`src/rtl/lsu_subword_bridge.sv`:
```
// Load/store bridge between the CPU memory stage and memory_integrated: word/half/byte
// access, read-modify-write sub-word stores. Optional macro LSU_UNMAPPED_CHECK_EN.
module lsu_subword_bridge #(
    parameter int MEM_RD_LATENCY = 1
) (
    input  logic        clk,
    input  logic        rst,
    input  logic        req_valid,
    output logic        req_ready,
    input  logic        req_we,
    input  logic [1:0]  req_size,
    input  logic        req_signed,
    input  logic [31:0] req_addr,
    input  logic [31:0] req_wdata,
    output logic        rsp_valid,
    output logic [31:0] rsp_rdata,
    output logic        rsp_err,
    output logic [31:0] addressVirt,
    output logic [31:0] dataInVirt,
    output logic        wEnVirt,
    input  logic [31:0] dataOutVirt
);

    typedef enum logic [2:0] {IDLE, RD, WAIT, WR, RESP} state_t;

    localparam logic [1:0] RELOAD = 2'(MEM_RD_LATENCY - 1);

    state_t      state_q, state_d;
    logic [1:0]  cnt_q, cnt_d;
    logic [29:0] addr_q, addr_d;
    logic [31:0] din_q, din_d;
    logic [31:0] rdata_q, rdata_d;
    logic        err_q, err_d;
    logic        we_q, we_d;
    logic [1:0]  size_q, size_d;
    logic        sgn_q, sgn_d;
    logic [1:0]  off_q, off_d;
    logic [31:0] wdata_q, wdata_d;

    function automatic logic misaligned(input logic [1:0] size, input logic [1:0] off);
        case (size)
            2'b00:   misaligned = 1'b0;
            2'b01:   misaligned = off[0];
            default: misaligned = (off != 2'b00);
        endcase
    endfunction

    function automatic logic unmapped(input logic [31:0] a);
`ifdef LSU_UNMAPPED_CHECK_EN
        unmapped = !(!a[31] || (a >= 32'hFFFF_0000 && a <= 32'hFFFF_FF07));
`else
        unmapped = 1'b0 & a[0];
`endif
    endfunction

    function automatic logic [31:0] extract(input logic [31:0] w, input logic [1:0] size,
                                            input logic [1:0] off, input logic sgn);
        logic [7:0]  b;
        logic [15:0] h;
        case (off)
            2'd0:    b = w[7:0];
            2'd1:    b = w[15:8];
            2'd2:    b = w[23:16];
            default: b = w[31:24];
        endcase
        h = off[1] ? w[31:16] : w[15:0];
        case (size)
            2'b00:   extract = {{24{sgn & b[7]}}, b};
            2'b01:   extract = {{16{sgn & h[15]}}, h};
            default: extract = w;
        endcase
    endfunction

    function automatic logic [31:0] merge(input logic [31:0] w, input logic [31:0] wd,
                                          input logic [1:0] size, input logic [1:0] off);
        merge = w;
        if (size == 2'b00) begin
            case (off)
                2'd0:    merge[7:0]   = wd[7:0];
                2'd1:    merge[15:8]  = wd[7:0];
                2'd2:    merge[23:16] = wd[7:0];
                default: merge[31:24] = wd[7:0];
            endcase
        end else if (off[1]) begin
            merge[31:16] = wd[15:0];
        end else begin
            merge[15:0] = wd[15:0];
        end
    endfunction

    always_comb begin
        state_d = state_q;
        cnt_d   = cnt_q;
        addr_d  = addr_q;
        din_d   = din_q;
        rdata_d = 32'h0;
        err_d   = 1'b0;
        we_d    = we_q;
        size_d  = size_q;
        sgn_d   = sgn_q;
        off_d   = off_q;
        wdata_d = wdata_q;
        case (state_q)
            IDLE: begin
                if (req_valid) begin
                    we_d    = req_we;
                    size_d  = req_size;
                    sgn_d   = req_signed;
                    off_d   = req_addr[1:0];
                    wdata_d = req_wdata;
                    if (misaligned(req_size, req_addr[1:0]) || unmapped(req_addr)) begin
                        err_d   = 1'b1;
                        state_d = RESP;
                    end else begin
                        addr_d = req_addr[31:2];
                        if (req_we && req_size[1]) begin
                            din_d   = req_wdata;
                            state_d = WR;
                        end else begin
                            cnt_d   = RELOAD;
                            state_d = RD;
                        end
                    end
                end
            end
            RD, WAIT: begin
                // Last read cycle: the old word is on dataOutVirt at this edge
                if ((state_q == RD && cnt_q == 2'd0) || (state_q == WAIT && cnt_q == 2'd1)) begin
                    if (we_q) begin
                        din_d   = merge(dataOutVirt, wdata_q, size_q, off_q);
                        state_d = WR;
                    end else begin
                        rdata_d = extract(dataOutVirt, size_q, off_q, sgn_q);
                        state_d = RESP;
                    end
                end else begin
                    if (state_q == WAIT) cnt_d = cnt_q - 2'd1;
                    state_d = WAIT;
                end
            end
            WR:      state_d = RESP;
            RESP:    state_d = IDLE;
            default: state_d = IDLE;
        endcase
    end

    always_ff @(posedge clk) begin
        if (rst) begin
            state_q <= IDLE;
            cnt_q   <= 2'd0;
            addr_q  <= 30'h0;
            din_q   <= 32'h0;
            rdata_q <= 32'h0;
            err_q   <= 1'b0;
        end else begin
            state_q <= state_d;
            cnt_q   <= cnt_d;
            addr_q  <= addr_d;
            din_q   <= din_d;
            rdata_q <= rdata_d;
            err_q   <= err_d;
        end
    end

    always_ff @(posedge clk) begin
        we_q    <= we_d;
        size_q  <= size_d;
        sgn_q   <= sgn_d;
        off_q   <= off_d;
        wdata_q <= wdata_d;
    end

    assign req_ready   = (state_q == IDLE) && !rst;
    assign rsp_valid   = (state_q == RESP);
    assign rsp_rdata   = rdata_q;
    assign rsp_err     = err_q;
    assign addressVirt = {addr_q, 2'b00};
    assign dataInVirt  = din_q;
    assign wEnVirt     = (state_q == WR);

endmodule
```
`config.mk`:
```
export PLATFORM = sky130hd
export DESIGN_NAME = lsu_subword_bridge
export DESIGN_NICKNAME = d
export VERILOG_FILES = /design/src/rtl/lsu_subword_bridge.sv
export SDC_FILE = /design/constraint.sdc
export NUM_CORES = 1
export LEC_CHECK = 0
export BUFFER_PORTS_ARGS = -buffer_cell sky130_fd_sc_hd__buf_2
export CAP_MARGIN = 15
export CORE_ASPECT_RATIO = 0.6
export CORE_UTILIZATION = 44
export DETAILED_ROUTE_END_ITERATION = 7
export PLACE_DENSITY = 0.76
export RECOVER_POWER = 50
export SETUP_SLACK_MARGIN = 0.1
export SYNTH_ARGS = -nofsm -noshare
export SYNTH_HDL_FRONTEND = slang
export SYNTH_SLANG_ARGS = --single-unit
```
`constraint.sdc`:
```
create_clock -name clk -period 2.3 [get_ports clk]
set_input_delay 0 -clock clk [delete_from_list [all_inputs] [get_ports clk]]
set_output_delay 0 -clock clk [all_outputs]
set_load 0.01 [all_outputs]
```
==> results of run 1 <==
==> layer usage <==
layer | vias to the layer above | wire (microns) | global-route usage, %
li1 | 2726 | - | -
met1 | 2783 | 8290 | 42.5
met2 | 375 | 8650 | 48.2
met3 | 32 | 2240 | 10.3
met4 | 0 | 328 | 10.1
met5 | - | 0 | 0
==> final timing paths <==
check	end	slack (ns)	cells past startpoint
setup / recovery	dataInVirt[3]	0.19	6
hold / removal	dataInVirt[18]	0.004	4
setup reg to reg	dataInVirt[3]	0.19	6
hold reg to reg	dataInVirt[17]	0.46	2
==> sequential cells by signal, summed over array words and instances, names as in the netlist <==
signal      flops
cnt_q           2
we_q            1
size_q          2
state_q         3
off_q           2
rsp_rdata      32
dataInVirt     32
wdata_q        16
sgn_q           1
rsp_err         1
addr_q         30
==> area by class of cell <==
cell class | instances | area [sq um] | area share (%)
inverters | 15 | 56.3 | 0.715
multi-input cells | 416 | 2400 | 30.5
repair buffers | 316 | 1990 | 25.3
clock buffers | 25 | 529 | 6.72
well taps | 160 | 200 | 2.54
flip-flops and latches | 122 | 2660 | 33.8
clock inverters | 6 | 31.3 | 0.397
==> timing repair <==
item                       4_1_cts  5_1_grt
pin swaps                        0        1
setup endpoints to repair        1       16
hold endpoints to repair       105        0
buffers inserted                 0        0
hold buffers                    96        0
resized for setup                1        4
==> critical path, cell delays in order (launching register included) <==
cell	delay, ns
dfxtp_1	0.30
or2_1	0.29
or4_4	0.51
a211o_1	0.32
buf_8	0.19
a2111oi_2	0.29
a31o_1	0.15
==> power breakdown <==
group	switching (mW)	internal (mW)	total [mW]	leakage, nW
Sequential	0.0911	2.33	2.42	1.02
Clock	0.946	1.58	2.53	0.282
Combinational	0.702	0.462	1.16	1.79
Total	1.74	4.37	6.11	3.10
==> kinds of logic after synthesis <==
group | after synthesis | synth area share (%)
simple gates | 199 | 15.6
compound gates | 190 | 24.0
flops | 122 | 50.2
buf+inv | 63 | 4.91
mux | 22 | 4.51
fa+ha+maj | 2 | 0.472
other cells | 1 | 0.0707
xor+xnor | 1 | 0.165
==> metrics by stage <==
step	hold WS, ns	area [sq um]	power [mW]
final	0.00354	7870	6.11
after global routing	0.0293	7870	6.35
after CTS	0.00870	8000	6.11
after detailed placement	0.187	6470	3.48
after global placement	0.186	6470	3.45
after floorplan	0.0989	5310	3.06
==> cell usage in the layout, fill, tap and decap left out, types with 9 or more instances in the layout <==
cell and instances:
o21ai_1 9, buf_4 17, a211o_1 10, a311oi_1 9, mux2i_1 16, nand2_1 124
a21oi_1 79, buf_2 84, inv_1 14, clkbuf_16 20, nor2_1 45, clkbuf_1 120
dlygate4sd3_1 96, edfxtp_1 22, o21ai_0 25, dfxtp_1 100
==> flow_summary.toml, run 1 <==
[outcome]
status = "complete, no violations"

[placement]
place_inst = 933
place_congestion = 0.909
pre_cts_ws_ns = 0.149
numPortBuffers = 200
dp.final_hpwl_microns = 13000

[die]
dieArea_sq_um = 12500
die_w_microns = 144
coreArea_sq_um = 11500
start_util_pct = 46.0
die_y_microns = 87.0
io_pins = 203
rows = 30

[synthesis]
yosys_warnings = 0
syn_inst = 600
synthTopCellsByCount = "124 x nand2_1, 100 x dfxtp_1, 79 x a21oi_1, 47 x nor2_1, 35 x clkbuf_1"
synth.distinct_cells = 51
yosysSeqAreaShare_pct = 50.2
synth_edf_count = 22
async_flop_share_pct = 0
synth.most_common_cell = "nand2_1"
ys_ff_latch = 122
synth_top_area_cell = "dfxtp_1"
synth_area_sq_um = 5300
synth_ff_type = "dfxtp_1"
synth_top_area_share_pct = 37.7
avgSynthCellArea_sq_um = 8.84
synthTopCellsByArea = "dfxtp_1 38%, edfxtp_1 12%, nand2_1 8.8%"

[final_layout]
antenna_cells = 0
nFillCells = 939
fin_cells = 1060
area_growth_pct = 48.4
drive_gt1_share_pct = 17.0
fin_util_pct = 68.3
nets = 993

[sta]
skew_ns = 0.00761
final.setup.worst_slack_ns = 0.193
fin_crit_ns = 2.11
slew_viol_final = 0
period_share_pct = 91.6
finalHoldViolations = 0
setup_viol = 0
relSlewSlack_pct = 51.5
rsz0062_at_grt = "no"
max_clock_freq_ghz = 0.475
tns_ns = 0
worstMarginPinSlew_ns = 0.727

[power_and_ir_drop]
peakVddDrop_v = 0.000512
leakagePower_nw = 3.10
powerDensity_nw_per_um2 = 777

[setup_path]
cp-startpoint = "state_q[0]"
r2r-start = "state_q[0]"
crit_path_end_kind = "flip-flop"
cp-start-kind = "flip-flop"
critical_path_arrival_ns = 2.47
cp_data_required_time_ns = 2.66
critPathMaxFanout = 28
critical_path_class = "flip-flop to flip-flop"

[drt]
wire_per_inst_microns = 18.4
dr.pass1.iters = 5
num_vias = 5916
drc = 0
antenna_violating_nets_post_route = 0
drt-total-wl_microns = 19500
via_per_inst = 5.58
drt_iter0_markers = 565

[clock_network]
ctsRootBufferMaster = "clkbuf_16"
clockBufferDepth = 2
clock_latency_ns = 0.42
clkSinkCount = 122
path_clk_slew_ns = 0.06
cts_made_buffers = 17
cts_tree = "yes"
h-tree-depth = 4

[job]
cap_violations = 0

[grt]
grt_pass1_wl_microns = 29400
grtUsageTotal_pct = 31.6
grt_max_degree = 53
grt_pass1_vias = 5469
antenna_found_initial = 0
overflow = 0

[hold_path]
hp-start = "req_wdata[18]"
holdCritPathClass = "input port to flip-flop"
No activity file was read; power rests on OpenSTA's default activity.
==> inputs of run 2 (changes only) <==
==> constraint.sdc (replaced) <==
create_clock -name clk -period 2.3 [get_ports clk]
set_input_delay 0 -clock clk [delete_from_list [all_inputs] [get_ports clk]]
set_output_delay 0 -clock clk [all_outputs]
set_load 0.005 [all_outputs]
==> flow_summary.toml, run 2 (synthesized netlist as in run 1, its figures left out) <==
[outcome]
status = "complete, no violations"

[sta]
skew_ns = 0.00904
slew_viol_final = 0
period_share_pct = 91.7
worstMarginPinSlew_ns = 0.715
tns_ns = 0
setup_viol = 0
fin_crit_ns = 2.11
rsz0062_at_grt = "no"
relSlewSlack_pct = 52.4
finalHoldViolations = 0
final.setup.worst_slack_ns = 0.191
max_clock_freq_ghz = 0.474

[setup_path]
r2r-start = "state_q[0]"
cp_data_required_time_ns = 2.66
critical_path_class = "flip-flop to flip-flop"
rrSetupSlack_ns = 0.19
cp-start-kind = "flip-flop"
r2r_cells = 6
critical_path_arrival_ns = 2.47
cp_slowest_cell = "or4_4"
crit_chain = "or2_1 > or4_4 > a211o_1 > buf_6 > a2111oi_2 > a31o_1"
rr_endpoint = "dataInVirt[7]"
max_stage_delay_ns = 0.51
critPathMaxFanout = 20
crit_path_end_kind = "flip-flop"

[job]
cap_violations = 0

[drt]
antenna_violating_nets_post_route = 0
drt_iter0_markers = 560
wire_per_inst_microns = 18.4
num_vias = 5938
drc = 0
via_per_inst = 5.60
dr.pass1.iters = 6
drt-total-wl_microns = 19500

[clock_network]
cts_tree = "yes"
ctsRootBufferMaster = "clkbuf_16"
cts_made_buffers = 17
postCtsSetupRepairBufs = 0
path_clk_slew_ns = 0.05
clock_latency_ns = 0.41
h-tree-depth = 4
clkSinkCount = 122
clockBufferDepth = 2

[final_layout]
fin_util_pct = 68.6
layout_common_cells = "124 x nand2_1, 107 x buf_2, 100 x dfxtp_1"
final_area_sq_um = 7900
nets = 993
final_common_cell = "nand2_1"
drive_gt1_share_pct = 19.6
antenna_cells = 0
fin_cells = 1060
area_growth_pct = 49.0

[grt]
grt_max_degree = 53
grt_pass1_wl_microns = 29400
antenna_found_initial = 0
grt_pass1_vias = 5469
overflow = 0
grtUsageTotal_pct = 31.6

[hold_path]
whs_path_depth = 4
hp-start = "req_wdata[18]"
holdCritPathClass = "input port to flip-flop"
whs_endpoint = "dataInVirt[18]"

[power_and_ir_drop]
swShare_pct = 28.0
p_comb_share_pct = 18.7
powerDensity_nw_per_um2 = 769
p_sw_mw = 1.70
leakagePower_nw = 3.20
peakVddDrop_v = 0.000508
clock_power_share_pct = 41.6
pwr-share-seq_pct = 39.8
intPower_mw = 4.38

[placement]
place_congestion = 0.909
pre_cts_ws_ns = 0.149
placed_area_sq_um = 6470
place_inst = 933
numPortBuffers = 200
dp.final_hpwl_microns = 13000

[die]
die_w_microns = 144
die_y_microns = 87.0
coreArea_sq_um = 11500
io_pins = 203
start_util_pct = 46.0
rows = 30
dieArea_sq_um = 12500
==> run 2: changes by cell type in the layout (fill, tap and decap cells not counted) <==
| cell | delta |
|---|---|
| buf_2 | +23 |
| buf_1 | +2 |
| clkbuf_1 | -25 |
==> run 2: critical path, delay by kind of cell, from the launching register on <==
family	cells	cell delay, ns
DFF	1	0.30
AOI/OAI and AO/OA	3	0.77
and+or+nand+nor	2	0.80
buffers and inverters	1	0.19
==> run 2: worst max path at each step <==
| stage | depth (start not counted) | slack, ns | from | to |
|---|---|---|---|---|
| global route | 6 | 0.10 | state_q[0] | dataInVirt[3] |
| finish | 6 | 0.19 | state_q[0] | dataInVirt[7] |
| CTS | 6 | 0.11 | state_q[0] | dataInVirt[1] |
| detailed placement | 6 | 0.15 | state_q[0] | dataInVirt[4] |
| global placement | 6 | 0.22 | state_q[0] | dataInVirt[3] |
| floorplan | 7 | 0.11 | state_q[2] | addr_q[21] |
==> run 2: final cells by class <==
| cell class | instances | area [sq um] |
|---|---|---|
| clock buffers | 25 | 529 |
| clock inverters | 6 | 31.3 |
| fillers | 929 | 3620 |
| inverters | 15 | 56.3 |
| multi-input cells | 416 | 2400 |
| flip-flops and latches | 122 | 2660 |
| well taps | 160 | 200 |
| repair buffers | 316 | 2020 |
==> run 2: power groups by stage <==
stage | Clock, mW | Combinational, mW | Sequential (mW)
floorplan | 0 | 0.581 | 2.44
global placement | 0 | 0.957 | 2.45
detailed placement | 0 | 0.983 | 2.45
CTS | 2.54 | 1.12 | 2.41
global route | 2.65 | 1.23 | 2.43
finish | 2.53 | 1.13 | 2.42
==> run 2: stage by stage <==
| stage | hold WS [ns] | power [mW] |
|---|---|---|
| after floorplan | 0.0989 | 3.02 |
| after global placement | 0.186 | 3.41 |
| after detailed placement | 0.187 | 3.44 |
| after CTS | 0.00870 | 6.07 |
| after global routing | 0.0293 | 6.31 |
| final | 0.00935 | 6.08 |
==> run 2: per-layer routing <==
metal	track usage [%]	wire, microns	vias to the layer above	share of wire, %
met5	0	0	-	0
met4	10.1	342	0	1.8
met3	10.3	2140	37	11
met2	48.2	8640	376	44
met1	42.5	8420	2803	43
li1	-	-	2722	-
==> run 2: what timing repair did <==
action | in CTS | in global routing
pin swaps | 0 | 1
hold buffers | 96 | 0
resized for setup | 1 | 4
endpoints found under the hold margin | 105 | 0
setup endpoints to repair | 1 | 16
